$ cat config.mk
export PLATFORM = sky130hd
export DESIGN_NAME = usc_rv_dec_sched
export DESIGN_NICKNAME = d
export VERILOG_FILES = /design/src/rtl/usc_rv_pkg.sv /design/src/rtl/usc_rv_ib_fifo.sv /design/src/rtl/usc_rv_dec_sched.sv
export SDC_FILE = /design/constraint.sdc
export NUM_CORES = 1
export LEC_CHECK = 0
export ABC_AREA = 1
export BUFFER_PORTS_ARGS = -buffer_cell sky130_fd_sc_hd__clkbuf_2
export CELL_PAD_IN_SITES_DETAIL_PLACEMENT = 1
export CELL_PAD_IN_SITES_GLOBAL_PLACEMENT = 2
export CORE_UTILIZATION = 38
export DETAILED_ROUTE_END_ITERATION = 10
export PLACE_DENSITY_LB_ADDON = 0.08
export SYNTH_ARGS = -nofsm -noshare
export SYNTH_HDL_FRONTEND = slang
export SYNTH_SLANG_ARGS = --single-unit
$ cat constraint.sdc
create_clock -name clk_i -period 7.8 [get_ports clk_i]
set_input_delay 0.39 -clock clk_i [delete_from_list [all_inputs] [get_ports clk_i]]
set_output_delay 0.39 -clock clk_i [all_outputs]
set_load 0.005 [all_outputs]
$ cat src/rtl/usc_rv_pkg.sv
// Shared definitions for the usc_rv decode front-end: major opcodes that
// force serialisation, the instruction-buffer entry layout and the scheduler
// state encoding.
package usc_rv_pkg;

  localparam logic [6:0] USC_RV_OPC_SYSTEM   = 7'b1110011;
  localparam logic [6:0] USC_RV_OPC_MISC_MEM = 7'b0001111;

  // Reference entry width for the PC. The scheduler packs the same field
  // order (opc, pc, acc_flt, pg_flt) for whatever PC_W it is built with.
  localparam int USC_RV_PC_W = 32;

  typedef struct packed {
    logic [31:0]            opc;
    logic [USC_RV_PC_W-1:0] pc;
    logic                   acc_flt;
    logic                   pg_flt;
  } ib_entry_t;

  typedef enum logic [1:0] {
    RUN      = 2'd0,
    SER_WAIT = 2'd1,
    FLT_HOLD = 2'd2
  } dec_sched_st_e;

  // An op must issue alone when it is SYSTEM, FENCE/MISC-MEM or fetch-faulted.
  function automatic logic usc_rv_is_ser(input logic [31:0] opc,
                                         input logic        acc_flt,
                                         input logic        pg_flt);
    return (opc[6:0] == USC_RV_OPC_SYSTEM) || (opc[6:0] == USC_RV_OPC_MISC_MEM) ||
           acc_flt || pg_flt;
  endfunction

endpackage

$ cat src/rtl/usc_rv_ib_fifo.sv
// Circular instruction buffer: single push, LANES read ports looking at
// head+0..head+LANES-1, variable pop count and a flush that empties it.
// Pointers carry an extra wrap bit so full and empty are distinguishable.
module usc_rv_ib_fifo #(
  parameter int DEPTH  = 8,
  parameter int LANES  = 2,
  parameter int DATA_W = 66,
  parameter int PW     = $clog2(LANES + 1)
) (
  input  logic                          clk_i,
  input  logic                          rst_n_i,
  input  logic                          flush_i,
  input  logic                          push_i,
  input  logic [DATA_W-1:0]             push_data_i,
  input  logic [PW-1:0]                 pop_cnt_i,
  output logic [LANES-1:0][DATA_W-1:0]  rd_data_o,
  output logic [LANES-1:0]              rd_avail_o,
  output logic                          full_o,
  output logic                          empty_o
);

  localparam int AW = $clog2(DEPTH);

  logic [AW:0]       wr_ptr_reg;
  logic [AW:0]       rd_ptr_reg;
  logic [AW:0]       count;
  logic              push_ok;
  logic [DATA_W-1:0] mem_reg [DEPTH];

  assign count   = wr_ptr_reg - rd_ptr_reg;
  assign empty_o = (wr_ptr_reg == rd_ptr_reg);
  assign full_o  = (wr_ptr_reg[AW-1:0] == rd_ptr_reg[AW-1:0]) &&
                   (wr_ptr_reg[AW] != rd_ptr_reg[AW]);
  assign push_ok = push_i && !full_o && !flush_i;

  // Pointer update: flush wins over push and pop; both return to the same slot.
  always_ff @(posedge clk_i) begin
    if (!rst_n_i) begin
      wr_ptr_reg <= '0;
      rd_ptr_reg <= '0;
    end else if (flush_i) begin
      wr_ptr_reg <= '0;
      rd_ptr_reg <= '0;
    end else begin
      if (push_ok) wr_ptr_reg <= wr_ptr_reg + 1'b1;
      rd_ptr_reg <= rd_ptr_reg + (AW + 1)'(pop_cnt_i);
    end
  end

  // Entry storage is data-only; stale contents are never observed because
  // rd_avail_o masks everything past the write pointer.
  always_ff @(posedge clk_i) begin
    if (push_ok) mem_reg[wr_ptr_reg[AW-1:0]] <= push_data_i;
  end

  for (genvar gi = 0; gi < LANES; gi++) begin : g_rd
    logic [AW-1:0] rd_idx;
    assign rd_idx         = rd_ptr_reg[AW-1:0] + AW'(gi);
    assign rd_data_o[gi]  = mem_reg[rd_idx];
    assign rd_avail_o[gi] = (count > (AW + 1)'(gi));
  end

endmodule

$ cat src/rtl/usc_rv_dec_sched.sv
// Issue scheduler in front of the decode lanes: forms in-order groups of up
// to LANES ops from the buffer head, isolates serialising/faulted ops in
// lane 0 and then parks until completion (SYSTEM/FENCE) or redirect (fault).
module usc_rv_dec_sched
  import usc_rv_pkg::*;
#(
  parameter int LANES    = 2,
  parameter int IB_DEPTH = 8,
  parameter int PC_W     = 32
) (
  input  logic                  clk_i,
  input  logic                  rst_n_i,
  input  logic                  fe_vld_i,
  output logic                  fe_rdy_o,
  input  logic [31:0]           fe_opc_i,
  input  logic [PC_W-1:0]       fe_pc_i,
  input  logic                  fe_access_flt_i,
  input  logic                  fe_page_flt_i,
  output logic [LANES-1:0]      ib_vld_o,
  output logic [LANES*32-1:0]   ib_opc_o,
  output logic [LANES*PC_W-1:0] ib_pc_o,
  output logic [LANES-1:0]      ib_access_flt_o,
  output logic [LANES-1:0]      ib_page_flt_o,
  input  logic                  dsp_rdy_i,
  input  logic                  sys_cmpl_i,
  input  logic                  flush_i,
  output logic                  busy_o
);

  localparam int ENT_W = 32 + PC_W + 2;
  localparam int PW    = $clog2(LANES + 1);

  dec_sched_st_e                st_reg;
  logic                         fifo_full;
  logic                         fifo_empty;
  logic [LANES-1:0][ENT_W-1:0]  rd_data;
  logic [LANES-1:0]             rd_avail;
  logic [LANES-1:0][31:0]       lane_opc;
  logic [LANES-1:0][PC_W-1:0]   lane_pc;
  logic [LANES-1:0]             lane_acc;
  logic [LANES-1:0]             lane_pg;
  logic [LANES-1:0]             lane_ser;
  logic [LANES-1:0]             grp_vld;
  logic [PW-1:0]                grp_cnt;
  logic                         pop;

  assign fe_rdy_o = !fifo_full && !flush_i;
  assign pop      = dsp_rdy_i && (|grp_vld) && !flush_i;
  assign busy_o   = !fifo_empty || (st_reg != RUN);
  assign ib_vld_o = grp_vld;

  usc_rv_ib_fifo #(
    .DEPTH  (IB_DEPTH),
    .LANES  (LANES),
    .DATA_W (ENT_W),
    .PW     (PW)
  ) u_fifo (
    .clk_i       (clk_i),
    .rst_n_i     (rst_n_i),
    .flush_i     (flush_i),
    .push_i      (fe_vld_i && fe_rdy_o),
    .push_data_i ({fe_opc_i, fe_pc_i, fe_access_flt_i, fe_page_flt_i}),
    .pop_cnt_i   (pop ? grp_cnt : '0),
    .rd_data_o   (rd_data),
    .rd_avail_o  (rd_avail),
    .full_o      (fifo_full),
    .empty_o     (fifo_empty)
  );

  for (genvar gi = 0; gi < LANES; gi++) begin : g_lane
    assign lane_opc[gi] = rd_data[gi][ENT_W-1 -: 32];
    assign lane_pc[gi]  = rd_data[gi][PC_W+1:2];
    assign lane_acc[gi] = rd_data[gi][1];
    assign lane_pg[gi]  = rd_data[gi][0];
    assign lane_ser[gi] = rd_avail[gi] &&
                          usc_rv_is_ser(lane_opc[gi], lane_acc[gi], lane_pg[gi]);

    assign ib_opc_o[32*gi +: 32]     = grp_vld[gi] ? lane_opc[gi] : '0;
    assign ib_pc_o[PC_W*gi +: PC_W]  = grp_vld[gi] ? lane_pc[gi]  : '0;
    assign ib_access_flt_o[gi]       = grp_vld[gi] && lane_acc[gi];
    assign ib_page_flt_o[gi]         = grp_vld[gi] && lane_pg[gi];
  end

  // Group formation: contiguous from lane 0; a SER op at the head goes alone,
  // a SER op further back closes the group in front of itself.
  always_comb begin
    grp_vld    = '0;
    grp_vld[0] = (st_reg == RUN) && rd_avail[0];
    for (int k = 1; k < LANES; k++) begin
      grp_vld[k] = grp_vld[k-1] && rd_avail[k] && !lane_ser[k-1] && !lane_ser[k];
    end
  end

  // Number of ops in the presented group (the pop amount when dispatch accepts).
  always_comb begin
    grp_cnt = '0;
    for (int k = 0; k < LANES; k++) begin
      grp_cnt = grp_cnt + PW'(grp_vld[k]);
    end
  end

  // Scheduler state: park after a SER op leaves; faults wait for the redirect.
  always_ff @(posedge clk_i) begin
    if (!rst_n_i) begin
      st_reg <= RUN;
    end else if (flush_i) begin
      st_reg <= RUN;
    end else begin
      case (st_reg)
        RUN: begin
          if (pop && lane_ser[0]) begin
            st_reg <= (lane_acc[0] || lane_pg[0]) ? FLT_HOLD : SER_WAIT;
          end
        end
        SER_WAIT: if (sys_cmpl_i) st_reg <= RUN;
        FLT_HOLD: st_reg <= FLT_HOLD;
        default:  st_reg <= RUN;
      endcase
    end
  end

endmodule
==> After elaboration in Yosys (flattened, before gate mapping) <==
Memory sizes are Yosys's and may differ from the RTL's. A register that Yosys moved wholly into a read port is not among the register bits.
Index checks and enable logic that the tools add are counted.
{ "totals": {"ff_bits": 10, "mem_bits_rw": 528, "out_inout_bits": 136, "wordCells": 71, "mem_count": 1} }
{ "memory_table": {"columns": ["name", "words", "word_bits", "read_ports", "rd_clocked_by_memory_dff", "wr", "line", "source"], "rows": [
  ["u_fifo.mem_reg", 8, 66, 2, 1, 1, "usc_rv_ib_fifo.sv:28", "logic [DATA_W-1:0] mem_reg [DEPTH];"]
]} }
{ "classes": {"add_sub_neg": 5, "magnitude_cmp": 2, "eq_ne": 11, "muxes": 12, "n_bitwise": 1, "reduce_logical": 36} }
{ "ops": {"columns": ["cell", "n"], "rows": [
  ["$mux W32", 4],
  ["$logic_and A1 B1 Y1", 18],
  ["$eq A7 B4 Y1 const B", 2],
  ["$eq A7 B7 Y1 const B", 2],
  ["$gt A4 B1 Y1 const B", 2],
  ["$logic_or A1 B1 Y1", 8],
  ["$mux W2", 4],
  ["$pmux W2 S3", 1],
  ["$logic_not A1 Y1", 5],
  ["$add A4 B1 Y4 const B", 1],
  ["$add A4 B2 Y4", 1],
  ["$eq A4 B4 Y1", 1],
  ["$reduce_or A2 Y1", 2],
  ["$sub A4 B4 Y4", 1],
  ["$add A3 B1 Y3 const B", 1],
  ["$eq A3 B3 Y1", 1],
  ["$mux W3", 1],
  ["$add A1 B1 Y2", 1],
  ["$eq A2 B1 Y1 const B", 1],
  ["$eq A2 B2 Y1 const B", 1],
  ["$logic_not A2 Y1", 1],
  ["$mux W1", 2],
  ["$ne A2 B1 Y1 const B", 1],
  ["$ne A2 B2 Y1 const B", 1],
  ["other kinds (4)", 4]
]} }

==> Logic depth before layout (Yosys ltp) <==
An unclocked memory read counts as a cell.
{ "depth": {"depth_word": 15, "ltp_mapped": 28} }

==> By module <==
A second synthesis with hierarchy kept.
{ "hier_totals": {"hier_cells": 3138, "hier_area_um2": 27940.5} }
{ "by_module_without_submodules": {"columns": ["mod", "n_inst", "cells_each", "area_each_um2", "seq_area_each_um2"], "rows": [
  ["usc_rv_ib_fifo", 1, 2806, 26563.0, 16015.4],
  ["usc_rv_dec_sched", 1, 332, 1377.6, 40.0]
]} }

==> Least setup slack after synthesis <==
Ideal clock, no wire load.
{ "synth_timing": {"kind": "register to register", "start": "register u_fifo.rd_ptr_reg[1]", "end": "register u_fifo.wr_ptr_reg[3]", "t_arrival_ps": 5551, "slack_ps": 2159, "stages_incl_launch_ff": 14, "path_buffers": 3, "synth_period_minus_slack_ps": 5641, "cell_sequence": "dfxtp_1 > inv_1 > clkbuf_1 > clkbuf_1 > clkbuf_1 > ha_1 > and3_1 > a21oi_1 > nand2_1 > nor2_1 > inv_1 > nor2_1 > o21ai_0 > a21oi_1"} }
{ "synth_via": {"elab_chain_cells": 7} }
{ "synth_rtl": {"columns": ["item", "line", "source"], "rows": [
  ["from (decl)", "usc_rv_ib_fifo.sv:25", "logic [AW:0] rd_ptr_reg;"],
  ["from (signal assigned)", "usc_rv_ib_fifo.sv:46", "rd_ptr_reg <= rd_ptr_reg + (AW + 1)'(pop_cnt_i);"],
  ["$eq A3 B3 Y1", "usc_rv_ib_fifo.sv:32", "assign full_o = (wr_ptr_reg[AW-1:0] == rd_ptr_reg[AW-1:0]) &&"],
  ["$logic_and A1 B1 Y1", "usc_rv_ib_fifo.sv:32", null],
  ["$logic_not A1 Y1", "usc_rv_dec_sched.sv:47", "assign fe_rdy_o = !fifo_full && !flush_i;"],
  ["$logic_and A1 B1 Y1", "usc_rv_dec_sched.sv:47", null],
  ["named net fe_rdy_o", "usc_rv_dec_sched.sv:14", "output logic fe_rdy_o,"],
  ["$logic_and A1 B1 Y1", "usc_rv_dec_sched.sv:61", ".push_i (fe_vld_i && fe_rdy_o),"],
  ["$logic_and A1 B1 Y1 (2 in series)", "usc_rv_ib_fifo.sv:34", "assign push_ok = push_i && !full_o && !flush_i;"],
  ["to (signal assigned)", "usc_rv_ib_fifo.sv:45", "if (push_ok) wr_ptr_reg <= wr_ptr_reg + 1'b1;"],
  ["to (decl)", "usc_rv_ib_fifo.sv:24", "logic [AW:0] wr_ptr_reg;"]
]} }
The timed path passes the listed nets, and every way through them passes these cells.
A chain may end at the register's enable or synchronous reset.

==> Worst setup path in the final report <==
{ "layout_timing": {"start": "register u_fifo.rd_ptr_reg[0]", "end": "output port ib_opc_o[35]"} }
{ "layout_via": {"elab_chain_cells": 10, "elab_cells_between_ends": 19, "classes_between": "add/sub (2); order compare (2); eq/ne (2); mux (1); reduce/logical (11); memory (1)"} }
{ "layout_rtl": {"columns": ["item", "line", "source"], "rows": [
  ["$add A3 B1 Y3", "usc_rv_ib_fifo.sv:58", "assign rd_idx = rd_ptr_reg[AW-1:0] + AW'(gi);"],
  ["$mem_v2 Z8 W66", null, null],
  ["$eq A7 B7 Y1 / $eq A7 B4 Y1 (equally long branches)", "usc_rv_pkg.sv:30", "return (opc[6:0] == USC_RV_OPC_SYSTEM) || (opc[6:0] == USC_RV_OPC_MISC_MEM) ||"],
  ["$logic_or A1 B1 Y1 (2 in series)", "usc_rv_pkg.sv:30", null],
  ["$logic_or A1 B1 Y1", "usc_rv_pkg.sv:31", "acc_flt || pg_flt;"],
  ["$logic_and A1 B1 Y1", "usc_rv_dec_sched.sv:75", "assign lane_ser[gi] = rd_avail[gi] &&"],
  ["$logic_not A1 Y1", "usc_rv_dec_sched.sv:90", "grp_vld[k] = grp_vld[k-1] && rd_avail[k] && !lane_ser[k-1] && !lane_ser[k];"],
  ["$logic_and A1 B1 Y1", "usc_rv_dec_sched.sv:90", null],
  ["$mux W32 (*)", "usc_rv_dec_sched.sv:78", "assign ib_opc_o[32*gi +: 32] = grp_vld[gi] ? lane_opc[gi] : '0;"],
  ["to (decl)", "usc_rv_dec_sched.sv:20", "output logic [LANES*32-1:0] ib_opc_o,"]
]} }
Every way passes the cells marked *; elsewhere a longest branch is shown, timed or not.

==> results_dict.tcl <==
set metrics [dict create \
    root_buffer "clkbuf_16" \
    slew-limit-headroom_pct 14.2 \
    report.final.slew_viol_count 0 \
    grt_start_max_net_pins 227 \
    pin_count 208 \
    clk_latency_ns 0.61 \
    wl_per_cell_um 21.8 \
    cts_resized 0 \
    synth_top_area_cell "edfxtp_1" \
    ctsHoldBuffers 0 \
    gr-usage-all-layers_pct 24.3 \
    clk_pin_slew_worst_paths_ns 0.06 \
    syn-instance-count 3058 \
    powerDensity_mw_per_mm2 202 \
    drtIter0Drc 1426 \
    numCtsBuffers 66 \
    syn_to_final_growth_pct 13.0 \
    post_cts_buffers 0 \
    finalNonFillerCells 4148 \
    ys_seq_area_share_pct 58.1 \
    rows 98 \
    synth.most_common_cell "edfxtp_1" \
    finClkSkew_ns 0.0149 \
    core_mm2 0.0717 \
    drc 0 \
    hold_class "primary input to register" \
    status "complete, no violations" \
    critPathRequiredTime_ns 7.41 \
    dieArea_mm2 0.0738 \
    critPathLaunchType "register" \
    hold_violations 0 \
    cap_violations 0 \
    dieWidth_um 272 \
    viasPerCell 5.36 \
    finalPower_mw 6.31 \
    gp_congestion 0.824 \
    grt_pass1_wl_mm 138 \
    crit_arrival_ns 5.56 \
    ys.flop_type "edfxtp_1" \
    ys_ff_latch 538 \
    layout.nets 3226 \
    ir_worst_vdd_mv 0.157 \
    whs_ns 0.0538 \
    dp.cells 4026 \
    htreeDepth 3 \
    port_buffers 205 \
    synth_top_area_share_pct 57.4 \
    end_kind "output pin" \
    fp.dieH_um 272 \
    yosysUniqueCellTypes 34 \
    synth_area_leaders "edfxtp_1, o21ai_0, a21oi_1, nor2_1, nand2_1" \
    worstSetupPathType "register to output pin" \
    cts.sinks 538 \
    grt_pass1_vias 23100 \
    dpl.hpwl_mm 49.3 \
    p_leak_nw 12.4 \
    post-route-period-util_pct 76.2 \
    start_util_pct 38.5 \
    ys_async_sr_fraction_pct 0 \
    worst-path-max-fanout 210 \
    final_antenna_net_count 0 \
    synth_edf_count 528 \
    post-route-min-period_ns 5.95 \
    max_freq_ghz 0.168 \
    routed_wl_mm 90.5 \
    cts_buffer_depth 3 \
    grt-ovfl-total 0 \
    synth_area_mm2 0.0276 \
    worst_pin_slew_ns 1.28 \
    setup_viol 0 \
    synth.cells.most_frequent "edfxtp_1, o21ai_0, a21oi_1" \
    yosys_warnings 0 \
    drive_above_1_share_pct 12.4 \
    rsz0062_at_grt "no" \
    setup_tns_ns 0 \
    largest_register_ffs 528 \
    drt-pass1-iter-count 5 \
    final_util_pct 43.5 \
    antenna_found_initial 8 \
    via_count 22300 \
    avgSynthCellArea_um2 9.03 \
    tritoncts "done" \
]
kinds of logic after synthesis:
kind of cell    synth area share (%)
fa+ha+maj                      0.507
flops                           58.1
buf+inv                         8.17
simple gates                    14.4
xor+xnor                       0.154
other cells                   0.0136
compound gates                  18.6
worst paths after layout:
check                                                  endpoint  cells after the start  slack [ns]                             from
worst max-delay path                               ib_opc_o[35]                     17        1.85  u_fifo.rd_ptr_reg[0]$_SDFF_PP0_
worst min-delay path             u_fifo.mem_reg[4][8]$_DFFE_PP_                      1        0.05                       fe_pc_i[6]
worst max register to register  u_fifo.rd_ptr_reg[2]$_SDFF_PP0_                     19        2.44  u_fifo.rd_ptr_reg[0]$_SDFF_PP0_
worst min register to register  u_fifo.rd_ptr_reg[3]$_SDFF_PP0_                      1        0.47  u_fifo.rd_ptr_reg[3]$_SDFF_PP0_
power breakdown:
group / switching, mW / leakage, nW / internal, mW
clock network: 1.22 / 0.966 / 1.64
logic: 0.174 / 6.54 / 0.0667
registers: 0.00680 / 4.85 / 3.20
total: 1.40 / 12.4 / 4.91
worst max-delay path: stages (launching register included):
cell and delay, ns:
dfxtp_4 0.83, buf_12 0.64, ha_1 0.32, inv_1 0.05, nand2_1 0.06, nand2_1 0.05
nand2_1 0.07, nand3_1 0.08, nand2_1 0.12, nand4_1 0.22, nand2_4 0.39, inv_1 0.15
nand2_1 0.10, nor2_1 0.10, nand2_8 0.44, buf_4 0.73, nor2_1 0.09, clkbuf_2 0.15
area by class of cell:
type / instances / area [um2]
antenna: 4 / 10.0
clock buffer: 91 / 1790
clock inverter: 27 / 193
fill: 8280 / 40500
inverter: 323 / 1220
multi-input combinational: 1979 / 9420
sequential: 538 / 16100
tap: 950 / 1190
timing repair buffer: 236 / 1330
stage by stage:
| stage | setup slack, ns | area (um2) |
|---|---|---|
| 2_1_floorplan | 2.16 | 27600 |
| 3_3_place_gp | 2.58 | 29200 |
| 3_5_place_dp | 2.48 | 29200 |
| 4_1_cts | 1.84 | 31200 |
| 5_1_grt | 1.41 | 31200 |
| 6_report | 1.85 | 31200 |
cells in the final DEF (no fill, tap or decap), types with 15 or more instances in the layout:
master / Yosys / layout
clkbuf_16: 0 / 68
nand2_1: 390 / 389
nand3_1: 44 / 44
buf_4: 6 / 25
a21oi_1: 493 / 493
edfxtp_1: 528 / 528
nor2_1: 453 / 445
nor2_4: 48 / 56
clkbuf_1: 118 / 23
o21ai_0: 500 / 500
inv_1: 317 / 316
o211ai_1: 15 / 15
clkbuf_2: 0 / 205
layer usage:
| metal | GRT usage (%) | vias up | wire [um] |
|---|---|---|---|
| li1 | - | 10500 | - |
| met1 | 32.0 | 11100 | 41200 |
| met2 | 40.9 | 433 | 43300 |
| met3 | 3.97 | 169 | 3540 |
| met4 | 7.73 | 8 | 2420 |
| met5 | 0 | - | 53 |
(Power assumes the default switching activity.)
